**src/rtl/k2_core_p.sv**
```systemverilog
// K2 accumulator core: parametrised widths, external async-read program memory,
// 4-op ALU with carry/zero flags, conditional jumps, HALT and start/stall control.
module k2_core_p #(
  parameter int unsigned DW   = 8,
  parameter int unsigned PCW  = 8,
  parameter int unsigned IMMW = 3
) (
  input  logic              clk,
  input  logic              reset,
  input  logic              start,
  input  logic              stall,
  output logic [PCW-1:0]    imem_addr,
  input  logic [IMMW+4:0]   imem_data,
  output logic [DW-1:0]     r0,
  output logic              r0_valid,
  output logic              halted
);

  localparam int unsigned IW = IMMW + 5;

  localparam logic [PCW-1:0] PcOne  = PCW'(1);
  localparam logic [DW:0]    SumOne = (DW + 1)'(1);

  typedef enum logic [1:0] {
    StIdle,
    StRun,
    StHalt
  } state_e;

  typedef enum logic [1:0] {
    DstRa   = 2'b00,
    DstRb   = 2'b01,
    DstR0   = 2'b10,
    DstNone = 2'b11
  } dst_e;

  typedef enum logic [1:0] {
    OpAdd = 2'b00,
    OpSub = 2'b01,
    OpAnd = 2'b10,
    OpXor = 2'b11
  } op_e;

  // Architectural state
  state_e          state_q, state_d;
  logic [PCW-1:0]  pc_q, pc_d;
  logic [DW-1:0]   ra_q, ra_d;
  logic [DW-1:0]   rb_q, rb_d;
  logic [DW-1:0]   r0_q, r0_d;
  logic            carry_q, carry_d;
  logic            zero_q, zero_d;
  logic            r0_valid_q, r0_valid_d;

  // Instruction fields
  logic            ins_j;
  logic            ins_c;
  dst_e            ins_dst;
  logic            ins_sel_imm;
  logic [IMMW-1:0] ins_imm;
  op_e             ins_op;
  logic            ins_halt;

  logic [DW-1:0]   imm_dw;
  logic [PCW-1:0]  imm_pc;

  logic [DW:0]     alu_wide;
  logic [DW-1:0]   alu_res;
  logic            alu_carry;
  logic [DW-1:0]   result;
  logic            take_jump;

  always_comb begin
    ins_j       = imem_data[IW-1];
    ins_c       = imem_data[IW-2];
    ins_dst     = dst_e'(imem_data[IW-3:IW-4]);
    ins_sel_imm = imem_data[IW-5];
    ins_imm     = imem_data[IMMW-1:0];
    ins_op      = op_e'(ins_imm[1:0]);
    ins_halt    = !ins_j && !ins_c && (ins_dst == DstNone) && ins_sel_imm;
  end

  // Zero-extend the immediate into both the data and the PC domains
  always_comb begin
    imm_dw             = '0;
    imm_dw[IMMW-1:0]   = ins_imm;
    imm_pc             = '0;
    imm_pc[IMMW-1:0]   = ins_imm;
  end

  // Subtraction is RA + ~RB + 1 so carry-out doubles as the "no borrow" flag
  always_comb begin
    alu_wide  = '0;
    alu_res   = '0;
    alu_carry = 1'b0;
    unique case (ins_op)
      OpAdd: begin
        alu_wide  = {1'b0, ra_q} + {1'b0, rb_q};
        alu_res   = alu_wide[DW-1:0];
        alu_carry = alu_wide[DW];
      end
      OpSub: begin
        alu_wide  = {1'b0, ra_q} + {1'b0, ~rb_q} + SumOne;
        alu_res   = alu_wide[DW-1:0];
        alu_carry = alu_wide[DW];
      end
      OpAnd: begin
        alu_res   = ra_q & rb_q;
        alu_carry = 1'b0;
      end
      OpXor: begin
        alu_res   = ra_q ^ rb_q;
        alu_carry = 1'b0;
      end
      default: begin
        alu_res   = '0;
        alu_carry = 1'b0;
      end
    endcase
  end

  assign result = ins_sel_imm ? imm_dw : alu_res;

  // Conditions use the flags as they stood before this instruction
  always_comb begin
    take_jump = 1'b0;
    unique case ({ins_j, ins_c})
      2'b00:   take_jump = 1'b0;
      2'b10:   take_jump = 1'b1;
      2'b01:   take_jump = carry_q;
      2'b11:   take_jump = zero_q;
      default: take_jump = 1'b0;
    endcase
  end

  always_comb begin
    state_d    = state_q;
    pc_d       = pc_q;
    ra_d       = ra_q;
    rb_d       = rb_q;
    r0_d       = r0_q;
    carry_d    = carry_q;
    zero_d     = zero_q;
    r0_valid_d = 1'b0;

    unique case (state_q)
      StIdle, StHalt: begin
        if (start) begin
          state_d = StRun;
          pc_d    = '0;
        end
      end
      StRun: begin
        if (!stall) begin
          if (ins_halt) begin
            state_d = StHalt;
          end else begin
            unique case (ins_dst)
              DstRa:   ra_d = result;
              DstRb:   rb_d = result;
              DstR0: begin
                r0_d       = ra_q;
                r0_valid_d = 1'b1;
              end
              DstNone: ;
              default: ;
            endcase
            if (!ins_sel_imm && !ins_dst[1]) begin
              carry_d = alu_carry;
              zero_d  = (alu_res == '0);
            end
            pc_d = take_jump ? imm_pc : pc_q + PcOne;
          end
        end
      end
      default: state_d = StIdle;
    endcase
  end

  always_ff @(posedge clk or posedge reset) begin
    if (reset) begin
      state_q    <= StIdle;
      pc_q       <= '0;
      ra_q       <= '0;
      rb_q       <= '0;
      r0_q       <= '0;
      carry_q    <= 1'b0;
      zero_q     <= 1'b0;
      r0_valid_q <= 1'b0;
    end else begin
      state_q    <= state_d;
      pc_q       <= pc_d;
      ra_q       <= ra_d;
      rb_q       <= rb_d;
      r0_q       <= r0_d;
      carry_q    <= carry_d;
      zero_q     <= zero_d;
      r0_valid_q <= r0_valid_d;
    end
  end

  assign imem_addr = pc_q;
  assign r0        = r0_q;
  assign r0_valid  = r0_valid_q;
  assign halted    = (state_q == StHalt);

endmodule
```
**config.mk**
```make
export PLATFORM = sky130hd
export DESIGN_NAME = k2_core_p
export DESIGN_NICKNAME = d
export VERILOG_FILES = /design/src/rtl/k2_core_p.sv
export SDC_FILE = /design/constraint.sdc
export NUM_CORES = 1
export LEC_CHECK = 0
export ABC_CLOCK_PERIOD_IN_PS = 3900
export CAP_MARGIN = 20
export CORE_ASPECT_RATIO = 0.5
export CORE_MARGIN = 5
export CORE_UTILIZATION = 50
export CTS_CLUSTER_DIAMETER = 50
export DETAILED_ROUTE_END_ITERATION = 10
export GPL_ROUTABILITY_DRIVEN = 0
export PLACE_DENSITY = 0.77
export SLEW_MARGIN = 20
export SYNTH_ARGS = -nofsm -noshare
export SYNTH_HDL_FRONTEND = slang
export SYNTH_SLANG_ARGS = --single-unit
```
**constraint.sdc**
```tcl
create_clock -name clk -period 3.9 [get_ports clk]
set_input_delay 0.78 -clock clk [delete_from_list [all_inputs] [get_ports clk]]
set_output_delay 0.78 -clock clk [all_outputs]
set_load 0.02 [all_outputs]
```
# ---- Yosys cells after proc, flatten, opt, wreduce, memory -nomap -nowiden
# Cells that the tools add are included.
dict set report word_totals {
  ff_bits 37
  inputBits 12
  out_inout_bits 18
}
dict set report classes {
  n_addsub 4
  eq_ne 15
  mux 17
  n_bitwise 5
  n_reduce_logical 22
}
# operator count
set op_table {}
lappend op_table {{$mux 8} 5}
lappend op_table {{$pmux 8 s4} 1}
lappend op_table {{$reduce_and 4->1} 5}
lappend op_table {{$add 8x8->9} 2}
lappend op_table {{$pmux 8 s2} 1}
lappend op_table {{$eq 2x2->1 const B} 7}
lappend op_table {{$add 9x1->9 const B} 1}
lappend op_table {{$add 8x1->8 const B} 1}
lappend op_table {{$and 8x8->8} 1}
lappend op_table {{$eq 2x1->1 const B} 4}
lappend op_table {{$logic_not 2->1} 4}
lappend op_table {{$logic_not 8->1} 1}
lappend op_table {{$ne 2x2->1 const B} 4}
lappend op_table {{$not 8->8} 1}
lappend op_table {{$xor 8x8->8} 1}
lappend op_table {{$mux 2} 3}
lappend op_table {{$logic_and 1x1->1} 4}
lappend op_table {{$logic_not 1->1} 4}
lappend op_table {{$mux 1} 4}
lappend op_table {{$pmux 1 s4} 1}
lappend op_table {{$pmux 2 s2} 1}
lappend op_table {{$reduce_or 2->1} 2}
lappend op_table {{$pmux 1 s3} 1}
lappend op_table {{$reduce_and 3->1} 1}
lappend op_table {{other kinds (2)} 3}

# ---- Depth between registers and ports, before layout
dict set report depth {
  ltp_word 7
  mapped_depth 9
  depth_no_buf 9
}

# ---- Worst setup path before layout
# Ideal clock, no wire load.
dict set report synth_timing {
  kind {register to register}
  start {register rb_q[1]}
  end {register ra_q[7]}
  t_arrival_ns 2.305
  t_required_ns 3.805
  path_slack_ns 1.499
  stages_incl_launch_ff 9
  n_path_buf 0
  period_less_slack_ns 2.401
  path_cell_list {dfrtp_1 -> inv_1 -> ha_1 -> nand2b_4 -> a2111o_1 -> a311o_1 -> a311oi_1 -> o22ai_1 -> o31ai_1}
}
dict set report synth_via {
  elab_chain_len 5
  word_cells_on_any_way 6
  classes_between {add/sub: 3; mux: 2; bitwise: 1}
}
# item line_no
set synth_rtl {}
lappend synth_rtl {{start, declared} 48} ;# logic [DW-1:0] rb_q, rb_d;
lappend synth_rtl {{start signal, assigned} 193} ;# rb_q <= rb_d;
lappend synth_rtl {{$not 8->8} 102} ;# alu_wide = {1'b0, ra_q} + {1'b0, ~rb_q} + SumOne;
lappend synth_rtl {{$add 8x8->9} 102}
lappend synth_rtl {{$add 9x1->9} 102}
lappend synth_rtl {{$pmux 8 s4 (*)} 95} ;# unique case (ins_op)
lappend synth_rtl {{$mux 8 (*)} 121} ;# assign result = ins_sel_imm ? imm_dw : alu_res;
lappend synth_rtl {{end signal, assigned} 192} ;# ra_q <= ra_d;
lappend synth_rtl {{end, declared} 47} ;# logic [DW-1:0] ra_q, ra_d;
# Mark *: on every way between the ends. The rest lies on a longest branch, timed or not.
# A chain may end at the register's enable or synchronous reset.

# ---- Worst setup path in the final report
# Same ends and word-level chain as after synthesis.

==> impl_metrics.yaml <==
outcome:
  status: "completed"
floorplanning:
  io_pins: 30
  die_y_microns: 60.98
  fp.dieW_microns: 112.0
  start_util_pct: 52.21
  row_count: 18
  core-area_sq_um: 4977
  die-area_sq_um: 6827
clock_network:
  cts_htree_levels: 2
  tritoncts: "yes"
  cts.clk_slew.worst_paths_ps: 80
  cts.path.max_buffers: 2
  clock-sinks: 37
  cts_resized: 0
  cts-root-buf: "clkbuf_8"
  cts_inserted_buffers: 5
  cts_hold_buf: 0
  postCtsSetupBuffers: 0
  clk_latency_ps: 290
detailed_routing:
  vias_per_cell: 5.946
  num_vias: 2402
  first_iter_violations: 223
  wl_per_cell_microns: 16.15
  routed_wl_mm: 6.524
  antenna_left: 0
  drc_errors: 0
  first_pass_iters: 5
layout:
  multiInputGateArea_sq_um: 1526
  fillers: 419
  fin_area_sq_um: 3052
  register_area_sq_um: 925.9
  syn2layout_area_growth_pct: 17.43
  diodes: 0
  layout-drive-gt1-share_pct: 7.485
  final_nets: 365
placed_design:
  place_hpwl_mm: 4.887
  port_buffers: 29
  post_dp_cell_area_sq_um: 2932
sta:
  slew_viol_final: 0
  slew_headroom_pct: 50.43
  finalCritPeriodShare_pct: 74.29
  worstMarginPinSlew_ps: 741.2
  fmax_mhz: 345.1
  setup_viol: 0
  period_needed_ps: 2897
  fin_skew_ps: 5.807
  rsz0062_at_grt: "no"
  fin_tns_setup_ps: 0
  hold_viol: 0
worst_setup_path:
  path_cells: "inv_1, ha_1, nand2b_4, a2111o_1, a311o_1, a311oi_1, o22ai_1, o31ai_1"
  rr_startpoint: "rb_q[1]"
  worstRegToRegCells: 8
  reg2reg_to: "ra_q[7]"
  cp-start-kind: "flip-flop"
  worst_ep_arrival_time_ps: 3080
  crit_path_end_kind: "flip-flop"
  critPathBufInv: 1
  crit_path_max_fanout: 4
  rrSetupSlack_ps: 1000
  cp_slowest_stage_delay_ps: 500
  required_ps: 4080
  cpMaxStageDelayCell: "a311oi_1"
  critPathTopFamily: "compound AO/OA/AOI/OAI gates"
  critPathKind: "flip-flop to flip-flop"
yosys:
  synth_edf_count: 0
  yosys_warnings: 0
  ys_top_cells_by_area: "dfrtp_1, ha_1, nand2_1"
  syn-cell-area_sq_um: 2599
  synth.top_cell.area_share_pct: 35.63
  syn-instance-count: 311
  ys_ff_latch: 37
  netlist-cell-type-count: 53
  ys.flop_type: "dfrtp_1"
  synth_area_per_cell_sq_um: 8.356
  async_flop_share_pct: 100.0
  synth.yosys.seq_area_share_pct: 35.63
  syn_nets: 343
  yosysTopAreaCell: "dfrtp_1"
power:
  vdd_drop_max_mv: 0.2894
  finalPower_uw: 2506
  leakage_uw: 0.001378
  power_density_nw_per_um2: 821.0
global_routing:
  track_usage_pct: 20.03
  grt_pass1_wl_mm: 10.98
  grt_pass1_vias: 2260
  grt_overflow: 0
  grt_max_degree: 29
  antenna_found_initial: 0
min_path:
  hold_path.class: "flip-flop to flip-flop"
  min-delay-start: "r0[5]"
  holdPathStages: 2
  holdPathEnd: "r0[5]"
flow_run:
  drv_cap: 0
==> where the power goes <==
part | total (uW) | switching, uW | internal (uW) | leakage (uW)
combinational | 1480 | 826 | 651 | 0.000836
sequential | 677 | 146 | 531 | 0.000484
clock | 351 | 143 | 208 | 0.0000574
==> worst max-delay path by stage <==
stage                  from  endpoint  cells past startpoint
2_1_floorplan       rb_q[1]   ra_q[7]                      8
3_3_place_gp   imem_data[1]   ra_q[5]                      6
3_5_place_dp   imem_data[0]    zero_q                      7
4_1_cts             rb_q[1]   ra_q[7]                      8
5_1_grt             ra_q[3]   ra_q[7]                      7
6_report            rb_q[1]   ra_q[7]                      8
==> tightest hold or removal path: cells and delay by family (launching register included) <==
family	cells	cell delay, ps
flops	1	350
simple gates	2	100
==> stage by stage <==
| stage | utilization (%) | instances | worst slack (ps) | hold slack (ps) |
|---|---|---|---|---|
| detailed placement | 58.90 | 396 | 866.5 | 465.7 |
| floorplan | - | 311 | 1499 | 443.5 |
| CTS | 61.31 | 404 | 1095 | 483.5 |
| global placement | 58.90 | 396 | 1001 | 459.4 |
| global route | 61.31 | 404 | 947.9 | 499.6 |
| finish | 61.31 | 404 | 1003 | 479.2 |
==> logic make-up (layout without fill, tap and decap cells) <==
group	after synthesis	in the layout	share of synthesized area, %
xor gates and xnor gates	1	1	0.3371
and+or+nand+nor	116	116	21.28
adders and majority gates	20	20	10.21
buffers and inverters	38	61	5.633
DFF	37	37	35.63
AOI/OAI and AO/OA	89	89	22.87
muxes	10	10	4.044
==> layout make-up <==
type,instances,area share (%)
multi-input cells,236,50.02
flip-flops and latches,37,30.34
repair buffers,32,10.25
well taps,70,2.870
clock buffers,6,2.706
inverters,21,2.583
clock inverters,2,1.230
==> synth_stat cells, drive strengths merged (2+ instances only) <==
| library cell | n |
|---|---|
| o21ai | 27 |
| mux2i | 6 |
| nor2b | 6 |
| o211ai | 3 |
| inv | 21 |
| ha | 18 |
| or3 | 2 |
| o21a | 3 |
| nor3 | 7 |
| nor3b | 2 |
| o31ai | 14 |
| o31a | 3 |
| nor2 | 15 |
| a31oi | 3 |
| o22ai | 2 |
| nand3 | 3 |
| or2 | 7 |
| a211oi | 2 |
| fa | 2 |
| nand2 | 55 |
| nand2b | 7 |
| o22a | 2 |
| a21o | 3 |
| nor4 | 3 |
| buf | 2 |
| clkbuf | 15 |
| o21bai | 2 |
| mux2 | 4 |
| dfrtp | 37 |
| and3 | 4 |
| a21oi | 12 |
==> layout by cell type (no fill, tap or decap), types with 2 or more instances in the layout <==
| master | synthesis | routed |
|---|---|---|
| nor2_1 | 15 | 15 |
| or2_2 | 6 | 6 |
| nand3_1 | 3 | 3 |
| nor3b_1 | 2 | 2 |
| or3_1 | 2 | 2 |
| dfrtp_1 | 37 | 37 |
| o22ai_1 | 2 | 2 |
| nor3_1 | 7 | 7 |
| o31a_1 | 3 | 3 |
| o21bai_1 | 2 | 2 |
| clkdlybuf4s50_1 | 0 | 29 |
| fa_1 | 2 | 2 |
| o22a_1 | 2 | 2 |
| o31ai_1 | 14 | 14 |
| buf_4 | 0 | 3 |
| and3_1 | 4 | 4 |
| inv_1 | 21 | 20 |
| o211ai_1 | 3 | 3 |
| mux2_2 | 4 | 4 |
| nand2b_1 | 6 | 6 |
| a31oi_1 | 3 | 3 |
| mux2i_1 | 6 | 6 |
| ha_1 | 18 | 18 |
| o21ai_0 | 27 | 27 |
| clkbuf_8 | 0 | 6 |
| a211oi_1 | 2 | 2 |
| nor4_1 | 3 | 3 |
| nand2_1 | 55 | 55 |
| a21o_1 | 3 | 3 |
| nor2b_1 | 6 | 6 |
| a21oi_1 | 12 | 12 |
| o21a_1 | 3 | 3 |
==> flip-flops by register name, summed over array words and instances (netlist names) <==
register	count
imem_addr	8
r0_valid	1
carry_q	1
r0	8
ra_q	8
rb_q	8
state_q	2
zero_q	1
==> metal layers <==
metal	track usage, %	wire [microns]	vias to the layer above
li1	-	-	1137
met1	28.05	2955	1129
met2	33.56	2873	121
met3	3.088	592	15
met4	4.795	102	0
met5	0	0	-
Note: power is estimated with default switching activity, not from simulation.
